### src/rtl/sound_cmd_tx.sv
// sound_cmd_tx: 68000-side transmitter for the sound-command link to the Z80.
//
// The block queues command bytes from the 68K I/O write decode and sends them
// one at a time. For each byte it presents snd_code, raises SNDDT (the Z80
// comm register latches on that rise), waits SETUP_CYC cycles, raises SNDON
// (the Z80 IRQ fires on that rise) and then holds until the Z80 answers with
// an I/O cycle or the ack timeout expires. SNDON/SNDDT then stay low for
// GAP_CYC cycles before the next byte.
//
// Ports:
//   main_clk     in   24MHz system clock
//   nRESET       in   asynchronous active-low reset
//   cmd_wr       in   one-cycle write strobe from the 68K IOWR decode
//   cmd_data     in   command byte
//   cmd_full     out  command FIFO full
//   cmd_count    out  command FIFO occupancy
//   Z80_nIORQ    in   Z80 IORQ, asynchronous; a falling edge is the ack
//   snd_code     out  byte presented to the Z80 comm register
//   SNDDT        out  comm register latch strobe
//   SNDON        out  Z80 IRQ request
//   busy         out  transfer in progress or commands pending
//   timeout_err  out  sticky: a command was abandoned without an ack
//   err_clr      in   clears timeout_err
module sound_cmd_tx #(
    parameter int FIFO_DEPTH  = 4,
    parameter int SETUP_CYC   = 2,
    parameter int GAP_CYC     = 4,
    parameter int ACK_TIMEOUT = 4096
) (
    input  logic                            main_clk,
    input  logic                            nRESET,
    input  logic                            cmd_wr,
    input  logic [7:0]                      cmd_data,
    output logic                            cmd_full,
    output logic [$clog2(FIFO_DEPTH):0]     cmd_count,
    input  logic                            Z80_nIORQ,
    output logic [7:0]                      snd_code,
    output logic                            SNDDT,
    output logic                            SNDON,
    output logic                            busy,
    output logic                            timeout_err,
    input  logic                            err_clr
);

    localparam int PTR_W   = $clog2(FIFO_DEPTH);
    localparam int OCC_W   = PTR_W + 1;
    localparam int MAX_A   = (SETUP_CYC > GAP_CYC) ? SETUP_CYC : GAP_CYC;
    localparam int CNT_MAX = (MAX_A > ACK_TIMEOUT) ? MAX_A : ACK_TIMEOUT;
    localparam int CNT_W   = $clog2(CNT_MAX + 1);

    typedef enum logic [2:0] {
        IDLE,
        SETUP,
        FIRE,
        WAIT_ACK,
        GAP
    } state_t;

    // ------------------------------------------------------------------
    // Command FIFO
    // ------------------------------------------------------------------
    logic [7:0]       mem [FIFO_DEPTH];
    logic [PTR_W-1:0] wr_ptr;
    logic [PTR_W-1:0] rd_ptr;
    logic [OCC_W-1:0] count;
    logic             full;
    logic             push;
    logic             pop;

    state_t           state;
    state_t           next_state;

    assign full = (count == OCC_W'(FIFO_DEPTH));
    // A write into a full FIFO is dropped even if a pop happens that cycle.
    assign push = cmd_wr && !full;
    assign pop  = (state == IDLE) && (count != '0);

    // NOTE: storage has no reset; only the pointers and count define
    // which entries are valid, so clearing the array would buy nothing.
    always_ff @(posedge main_clk) begin
        if (push) begin
            mem[wr_ptr] <= cmd_data;
        end
    end

    // NOTE: all clocked state uses non-blocking assignments so every
    // register samples the values from before this edge.
    always_ff @(posedge main_clk or negedge nRESET) begin
        if (!nRESET) begin
            wr_ptr <= '0;
            rd_ptr <= '0;
            count  <= '0;
        end else begin
            // Pointers wrap naturally because FIFO_DEPTH is a power of 2.
            if (push) wr_ptr <= wr_ptr + PTR_W'(1);
            if (pop)  rd_ptr <= rd_ptr + PTR_W'(1);
            case ({push, pop})
                2'b10:   count <= count + OCC_W'(1);
                2'b01:   count <= count - OCC_W'(1);
                default: count <= count;
            endcase
        end
    end

    // ------------------------------------------------------------------
    // Ack synchronizer and falling-edge detect
    // ------------------------------------------------------------------
    logic iorq_meta;
    logic iorq_sync;
    logic iorq_prev;
    logic ack;

    // Reset to the idle-high level so reset release cannot fake an edge.
    always_ff @(posedge main_clk or negedge nRESET) begin
        if (!nRESET) begin
            iorq_meta <= 1'b1;
            iorq_sync <= 1'b1;
            iorq_prev <= 1'b1;
        end else begin
            iorq_meta <= Z80_nIORQ;
            iorq_sync <= iorq_meta;
            iorq_prev <= iorq_sync;
        end
    end

    assign ack = iorq_prev && !iorq_sync;

    // ------------------------------------------------------------------
    // Transfer state machine
    // ------------------------------------------------------------------
    logic [CNT_W-1:0] cnt;
    logic [CNT_W-1:0] cnt_next;
    logic             err_set;
    logic             snddt_next;
    logic             sndon_next;

    // NOTE: every signal driven here gets a default first, so no path
    // through the case can leave one unassigned and infer a latch.
    always_comb begin
        next_state = state;
        cnt_next   = cnt;
        err_set    = 1'b0;
        case (state)
            IDLE: begin
                cnt_next = '0;
                if (count != '0) next_state = SETUP;
            end
            SETUP: begin
                if (cnt == CNT_W'(SETUP_CYC - 1)) begin
                    next_state = FIRE;
                    cnt_next   = '0;
                end else begin
                    cnt_next = cnt + CNT_W'(1);
                end
            end
            FIRE: begin
                next_state = WAIT_ACK;
                cnt_next   = '0;
            end
            WAIT_ACK: begin
                // An ack in the final timeout cycle takes priority.
                if (ack) begin
                    next_state = GAP;
                    cnt_next   = '0;
                end else if (cnt == CNT_W'(ACK_TIMEOUT - 1)) begin
                    next_state = GAP;
                    cnt_next   = '0;
                    err_set    = 1'b1;
                end else begin
                    cnt_next = cnt + CNT_W'(1);
                end
            end
            GAP: begin
                if (cnt == CNT_W'(GAP_CYC - 1)) begin
                    next_state = IDLE;
                    cnt_next   = '0;
                end else begin
                    cnt_next = cnt + CNT_W'(1);
                end
            end
            default: begin
                next_state = IDLE;
                cnt_next   = '0;
            end
        endcase

        // Strobes are registered from the next state so they change
        // together with the state and never glitch toward the Z80.
        snddt_next = (next_state == SETUP) || (next_state == FIRE) ||
                     (next_state == WAIT_ACK);
        sndon_next = (next_state == FIRE) || (next_state == WAIT_ACK);
    end

    always_ff @(posedge main_clk or negedge nRESET) begin
        if (!nRESET) begin
            state       <= IDLE;
            cnt         <= '0;
            SNDDT       <= 1'b0;
            SNDON       <= 1'b0;
            snd_code    <= '0;
            timeout_err <= 1'b0;
        end else begin
            state <= next_state;
            cnt   <= cnt_next;
            SNDDT <= snddt_next;
            SNDON <= sndon_next;
            // snd_code only changes on a pop, so it stays stable from
            // SETUP through GAP for the byte that raised the IRQ.
            if (pop) snd_code <= mem[rd_ptr];
            if (err_set)      timeout_err <= 1'b1;
            else if (err_clr) timeout_err <= 1'b0;
        end
    end

    assign cmd_full  = full;
    assign cmd_count = count;
    assign busy      = (state != IDLE) || (count != '0);

endmodule
### config.mk
export PLATFORM = sky130hd
export DESIGN_NAME = sound_cmd_tx
export DESIGN_NICKNAME = d
export VERILOG_FILES = /design/src/rtl/sound_cmd_tx.sv
export SDC_FILE = /design/constraint.sdc
export NUM_CORES = 1
export LEC_CHECK = 0
export BUFFER_PORTS_ARGS = -buffer_cell sky130_fd_sc_hd__buf_4
export CORE_MARGIN = 2
export CORE_UTILIZATION = 45
export DETAILED_ROUTE_END_ITERATION = 7
export GPL_TIMING_DRIVEN = 0
export PLACE_DENSITY = 0.61
export SYNTH_ARGS = -nofsm -noshare
export SYNTH_HDL_FRONTEND = slang
export SYNTH_SLANG_ARGS = --single-unit
### constraint.sdc
create_clock -name main_clk -period 3.1 [get_ports main_clk]
set_input_delay 0.62 -clock main_clk [delete_from_list [all_inputs] [get_ports main_clk]]
set_output_delay 0.62 -clock main_clk [all_outputs]
set_load 0.02 [all_outputs]
==> flow_metrics.tcl, run 1 <==
set metrics [dict create \
    timing.rr.end "cmd_count[2]" \
    dieHeight_um 85.2 \
    seq_power_share 0.388 \
    first_pass_iters 4 \
    worstSetupPathType "flip-flop to flip-flop" \
    mostFrequentLayoutCell "dfrtp_1" \
    synth_edf_count 32 \
    routed_via_density 5.29 \
    fin_skew_ps 8.60 \
    ir_worst_vdd_v 0.000556 \
    place.gp.congestion 0.788 \
    dp_hpwl_um 3260 \
    postSynth.asyncResetShare 0.536 \
    r2r_cells 10 \
    power_density_mw_per_mm2 971 \
    initial_core_util 0.467 \
    critical_path_arrival_ps 2830 \
    status "completed" \
    cts_root_buffer "clkbuf_8" \
    maxSlewViolCount 0 \
    placedCellCount 303 \
    routedWlPerCell_um 15.9 \
    fp.dieW_um 85.2 \
    antenna_found_initial 0 \
    fin_crit_ps 2560 \
    synth_cell_types 44 \
    crit_fanout 10 \
    hold_path.class "primary input to asynchronous set/reset pin" \
    drtAntennaViolNets 0 \
    rsz0062_at_grt "no" \
    synth_area_leaders "edfxtp_1 32%, dfrtp_1 29%, mux4_2 6.1%, xnor2_1 3.8%, mux2_2 3.4%" \
    nFillCells 519 \
    postCtsSetupRepairBufs 0 \
    critPathRequiredTime_ps 3360 \
    p_clk_frac 0.270 \
    p_leak_nw 1.41 \
    grt_pass1_vias 1736 \
    pwr-share-comb 0.343 \
    internal-power_mw 2.31 \
    synthToLayoutAreaGrowth_pct 18.9 \
    cts.sinks 69 \
    finalInstanceArea_mm2 0.00353 \
    num_rows 29 \
    n_antenna_cell 0 \
    synth_seq_cells 69 \
    io_pins 29 \
    dr.first_iter.drc_count 58 \
    ctsHoldBuffers 0 \
    cts_tree "built" \
    final_cell_mix "34 x dfrtp_1, 32 x edfxtp_1, 28 x buf_4" \
    vias 1688 \
    rr_startpoint "state[1]" \
    synth_top_flop_cell "dfrtp_1" \
    place_area_mm2 0.00327 \
    power.share.switching 0.326 \
    final_cells 319 \
    ctsResizeCount 0 \
    syn_area_per_cell_um2 15.0 \
    synth.yosys.warnings 0 \
    cap_violations 0 \
    clk_pin_slew_ps 80 \
    synth_top_area_frac 0.324 \
    critPathLaunchType "flip-flop" \
    slew_headroom 0.609 \
    final_nets 258 \
    fmax_ghz 0.390 \
    grt_usage 0.160 \
    p_sw_mw 1.12 \
    finalSetupTns_ps 0 \
    die_area_mm2 0.00726 \
    drc 0 \
    synth_top_cell_by_area "edfxtp_1" \
    seq_area_frac_synth 0.637 \
    end_kind "flip-flop" \
    r2r_slack_ps 540 \
    drive_above_1_share 0.318 \
    synth_cells 198 \
    tightestPinTransition_ps 587 \
    grt_pass1_wl_um 8690 \
    drt-total-wl_um 5060 \
    htree_num_levels 3 \
    core_region_area_mm2 0.00635 \
    synth_nets 219 \
    clk_latency_ps 340 \
    port_buffers 28 \
    clockBufferDepth 2 \
    grt_max_degree 38 \
    post-route-period-util 0.827 \
    final_hold_viol_count 0 \
    finalSetupViolCount 0 \
    numCtsBuffers 9 \
    synthesis.area_mm2 0.00297 \
    grt_overflow_total 0 \
]
==> cell type report <==
type	instances	area (um^2)	area share
Sequential cell	69	1890	0.536
Multi-Input combinational cell	114	1000	0.284
Timing Repair Buffer	28	210	0.0596
Clock inverter	7	130	0.0369
Clock buffer	9	124	0.0351
Tap cell	77	96.3	0.0273
Buffer	6	42.5	0.0121
Inverter	9	33.8	0.00957
==> synth_stat cells, drive strengths merged, types with 4 or more instances <==
master,instances
buf,5
and2,4
xnor2,13
a21oi,14
nand4,4
xor2,5
nor3,6
nand3,5
dfrtp,34
ha,7
and3,4
mux2,9
inv,9
mux4,8
nor2,5
nand2,7
edfxtp,32
==> flip-flops by register name, summed over array words and instances, names as in the netlist <==
name and count:
timeout_err 1, wr_ptr 2, iorq_sync 1, cmd_count 3, SNDDT 1, state 3, mem 32, snd_code 8
iorq_prev 1, iorq_meta 1, rd_ptr 2, cnt 13, SNDON 1
==> kinds of logic after synthesis <==
logic type | share of synthesized area
xor gates and xnor gates | 0.0531
DFF | 0.637
buffers and inverters | 0.0257
and+or+nand+nor | 0.101
AOI/OAI and AO/OA | 0.0489
adders and majority gates | 0.0363
muxes | 0.0982
==> critical path, stage by stage, from the launching register on <==
cell and delay [ps]:
dfrtp_1 360, buf_2 170, or4_1 470, clkbuf_1 180, inv_2 240, ha_1 240
inv_1 60, fa_1 370, xor2_1 150, nor2_1 110, xor2_1 140
==> how the worst max path moves through the flow <==
stage                            start           end  slack (ps)
final                         state[1]  cmd_count[2]         540
after floorplan           cmd_count[0]  cmd_count[2]         750
after CTS                     state[1]  cmd_count[2]         520
after global placement        state[1]  cmd_count[2]         540
after global routing          state[1]  cmd_count[2]         370
after detailed placement      state[1]  cmd_count[2]         550
==> power by group through the flow <==
stage	logic, mW	registers, mW	clock network [mW]
floorplan	0.745	1.42	0
global placement	1.17	1.34	0
detailed placement	1.19	1.35	0
CTS	1.20	1.33	0.943
global route	1.30	1.36	0.992
finish	1.17	1.33	0.923
==> metrics by stage <==
step	util	setup WS [ps]	power, mW	hold slack, ps
6_report	0.556	536	3.42	231
5_1_grt	0.556	374	3.64	258
4_1_cts	0.556	521	3.47	245
3_5_place_dp	0.516	553	2.54	349
3_3_place_gp	0.516	537	2.52	346
2_1_floorplan	-	755	2.17	324
==> metal layers <==
metal  up-vias  routed length (um)  GRT usage  part of all wire
met2        30                2410      0.244              0.48
met4         0                  82     0.0736             0.016
met5         -                   0          0                 0
met3         7                 153     0.0360             0.030
met1       847                2410      0.220              0.48
li1        804                   -          -                 -
(Power assumes the default switching activity.)
==> run 2: changes to the inputs <==
PLACE_DENSITY = 0.64   (was 0.61)
clock period = 2.2 ns   (was 3.1 ns; I/O delays follow)
==> run 2 against run 1 <==
Net effect:
- global-route usage fell by 0.14 points
- worst hold slack got worse by 180 ps
- first-iteration DRC count rose by 86%
- setup slack got worse by 480 ps
- sequential power rose by 41%
- design area rose by 1.6%
- routed wire length fell by 2.6%
- total power rose by 41%
- critical path type unchanged
- largest cell class unchanged
- largest power group unchanged
==> flow_metrics.tcl, run 2 (synthesized netlist as in run 1, its figures left out) <==
set metrics [dict create \
    slew_headroom 0.616 \
    initial_core_util 0.467 \
    top_register "mem" \
    routed_via_density 5.15 \
    drc 0 \
    r2r_cells 10 \
    fin_skew_ps 8.11 \
    ctsHoldBuffers 0 \
    io_pins 29 \
    critPathLaunchType "flip-flop" \
    first_pass_iters 6 \
    cap_violations 0 \
    power_density_mw_per_mm2 1340 \
    critical_path_arrival_ps 2420 \
    dieHeight_um 85.2 \
    postLayoutSetupSlackWorst_ps 52.4 \
    htree_num_levels 3 \
    port_buffers 28 \
    clk_pin_slew_ps 80 \
    synthToLayoutAreaGrowth_pct 20.8 \
    post-place-ws_ps -87.3 \
    hold_path.class "primary input to asynchronous set/reset pin" \
    nFillCells 509 \
    final_nets 263 \
    r2r_slack_ps 50 \
    cts_root_buffer "clkbuf_8" \
    place_area_mm2 0.00331 \
    grt_pass1_vias 1660 \
    n_antenna_cell 0 \
    maxSlewViolCount 0 \
    final_cells 324 \
    post-route-period-util 0.976 \
    dr.first_iter.drc_count 108 \
    top_regs "mem x32, cnt x13, snd_code x8" \
    mostFrequentLayoutCell "buf_4" \
    clockBufferDepth 2 \
    grt_usage 0.158 \
    ir_worst_vdd_v 0.000958 \
    finalInstanceArea_mm2 0.00358 \
    rr_startpoint "state[1]" \
    final_hold_viol_count 0 \
    top_usage_layer "met1" \
    routedWlPerCell_um 15.2 \
    timing.rr.end "cmd_count[2]" \
    final_cell_mix "33 x buf_4, 32 x edfxtp_1, 31 x dfrtp_1" \
    core_region_area_mm2 0.00635 \
    multi_input_area_mm2 0.00102 \
    status "completed" \
    worstSetupPathType "flip-flop to flip-flop" \
    grt_max_degree 38 \
    die_area_mm2 0.00726 \
    drtAntennaViolNets 0 \
    grt_overflow_total 0 \
    critPathRequiredTime_ps 2470 \
    antenna_found_initial 0 \
    end_kind "flip-flop" \
    tightestPinTransition_ps 576 \
    clk_latency_ps 350 \
    crit_fanout 7 \
    drt-total-wl_um 4930 \
    p_leak_nw 1.43 \
    cts_tree "built" \
    place.gp.congestion 0.753 \
    vias 1668 \
    fin_crit_ps 2150 \
    dp_hpwl_um 3220 \
    finalSetupViolCount 0 \
    num_rows 29 \
    placedCellCount 303 \
    grt.met1_usage 0.228 \
    met3_usage 0.0564 \
    drive_above_1_share 0.364 \
    fp.dieW_um 85.2 \
    grt_pass1_wl_um 8540 \
    utilization 0.565 \
    cts.sinks 69 \
    numCtsBuffers 9 \
    rsz0062_at_grt "yes" \
    fmax_ghz 0.466 \
    seq_area_mm2 0.00189 \
    grt_util_met2 0.220 \
    largest_reg_flops 32 \
]
-- run 2: worst max path at each step --
| stage | endpoint | startpoint | cells after the start | slack (ps) |
|---|---|---|---|---|
| 6_report | cmd_count[2] | state[1] | 10 | 50 |
| 5_1_grt | cmd_count[2] | state[1] | 10 | -60 |
| 4_1_cts | cmd_count[2] | state[1] | 10 | 1 |
| 3_5_place_dp | cmd_count[2] | state[2] | 9 | -90 |
| 3_3_place_gp | cmd_count[2] | state[2] | 9 | -80 |
| 2_1_floorplan | cmd_count[2] | state[1] | 10 | 30 |
-- run 2: layout make-up --
type | instances | share of cell area
inverter | 9 | 0.0129
clock buffer | 9 | 0.0346
multi-input combinational | 114 | 0.284
clock inverter | 7 | 0.0269
sequential | 69 | 0.528
buffer | 6 | 0.0168
timing repair buffer | 33 | 0.0691
tap | 77 | 0.0269
-- run 2: where the power goes --
group	internal (mW)	switching, mW	leakage [nW]	total (mW)
combinational	0.909	0.912	0.560	1.82
clock	0.644	0.491	0.114	1.13
sequential	1.70	0.162	0.752	1.87
total	3.26	1.56	1.43	4.82
-- run 2: stage by stage --
stage | TNS, ps | power [mW] | hold WS (ps)
global route | -61.1 | 5.14 | 90.4
global placement | -80.9 | 3.62 | 346
finish | 0 | 4.82 | 49.4
detailed placement | -87.3 | 3.65 | 348
CTS | 0 | 4.85 | 60.3
floorplan | 0 | 3.13 | 144
-- run 2: timing repair --
item	CTS	global route
endpoints found under the setup margin	1	1
resized for setup	2	5
hold endpoints to repair	0	0
gates cloned	0	0
buffers inserted	3	2
pin swaps	1	2
-- run 2: routing by layer --
metal  vias to the layer above  routed length (um)
met4                         0                  88
met5                         -                   0
met1                       813                2370
li1                        816                   -
met2                        32                2260
met3                         7                 209
-- run 2: critical path, cell delays in order (launching register included) --
cell and delay (ps):
dfrtp_1 370, buf_6 130, or4_4 480, buf_8 150
inv_12 40, ha_4 130, inv_2 40, fa_2 320
xor2_1 150, nor2_1 130, xor2_1 140
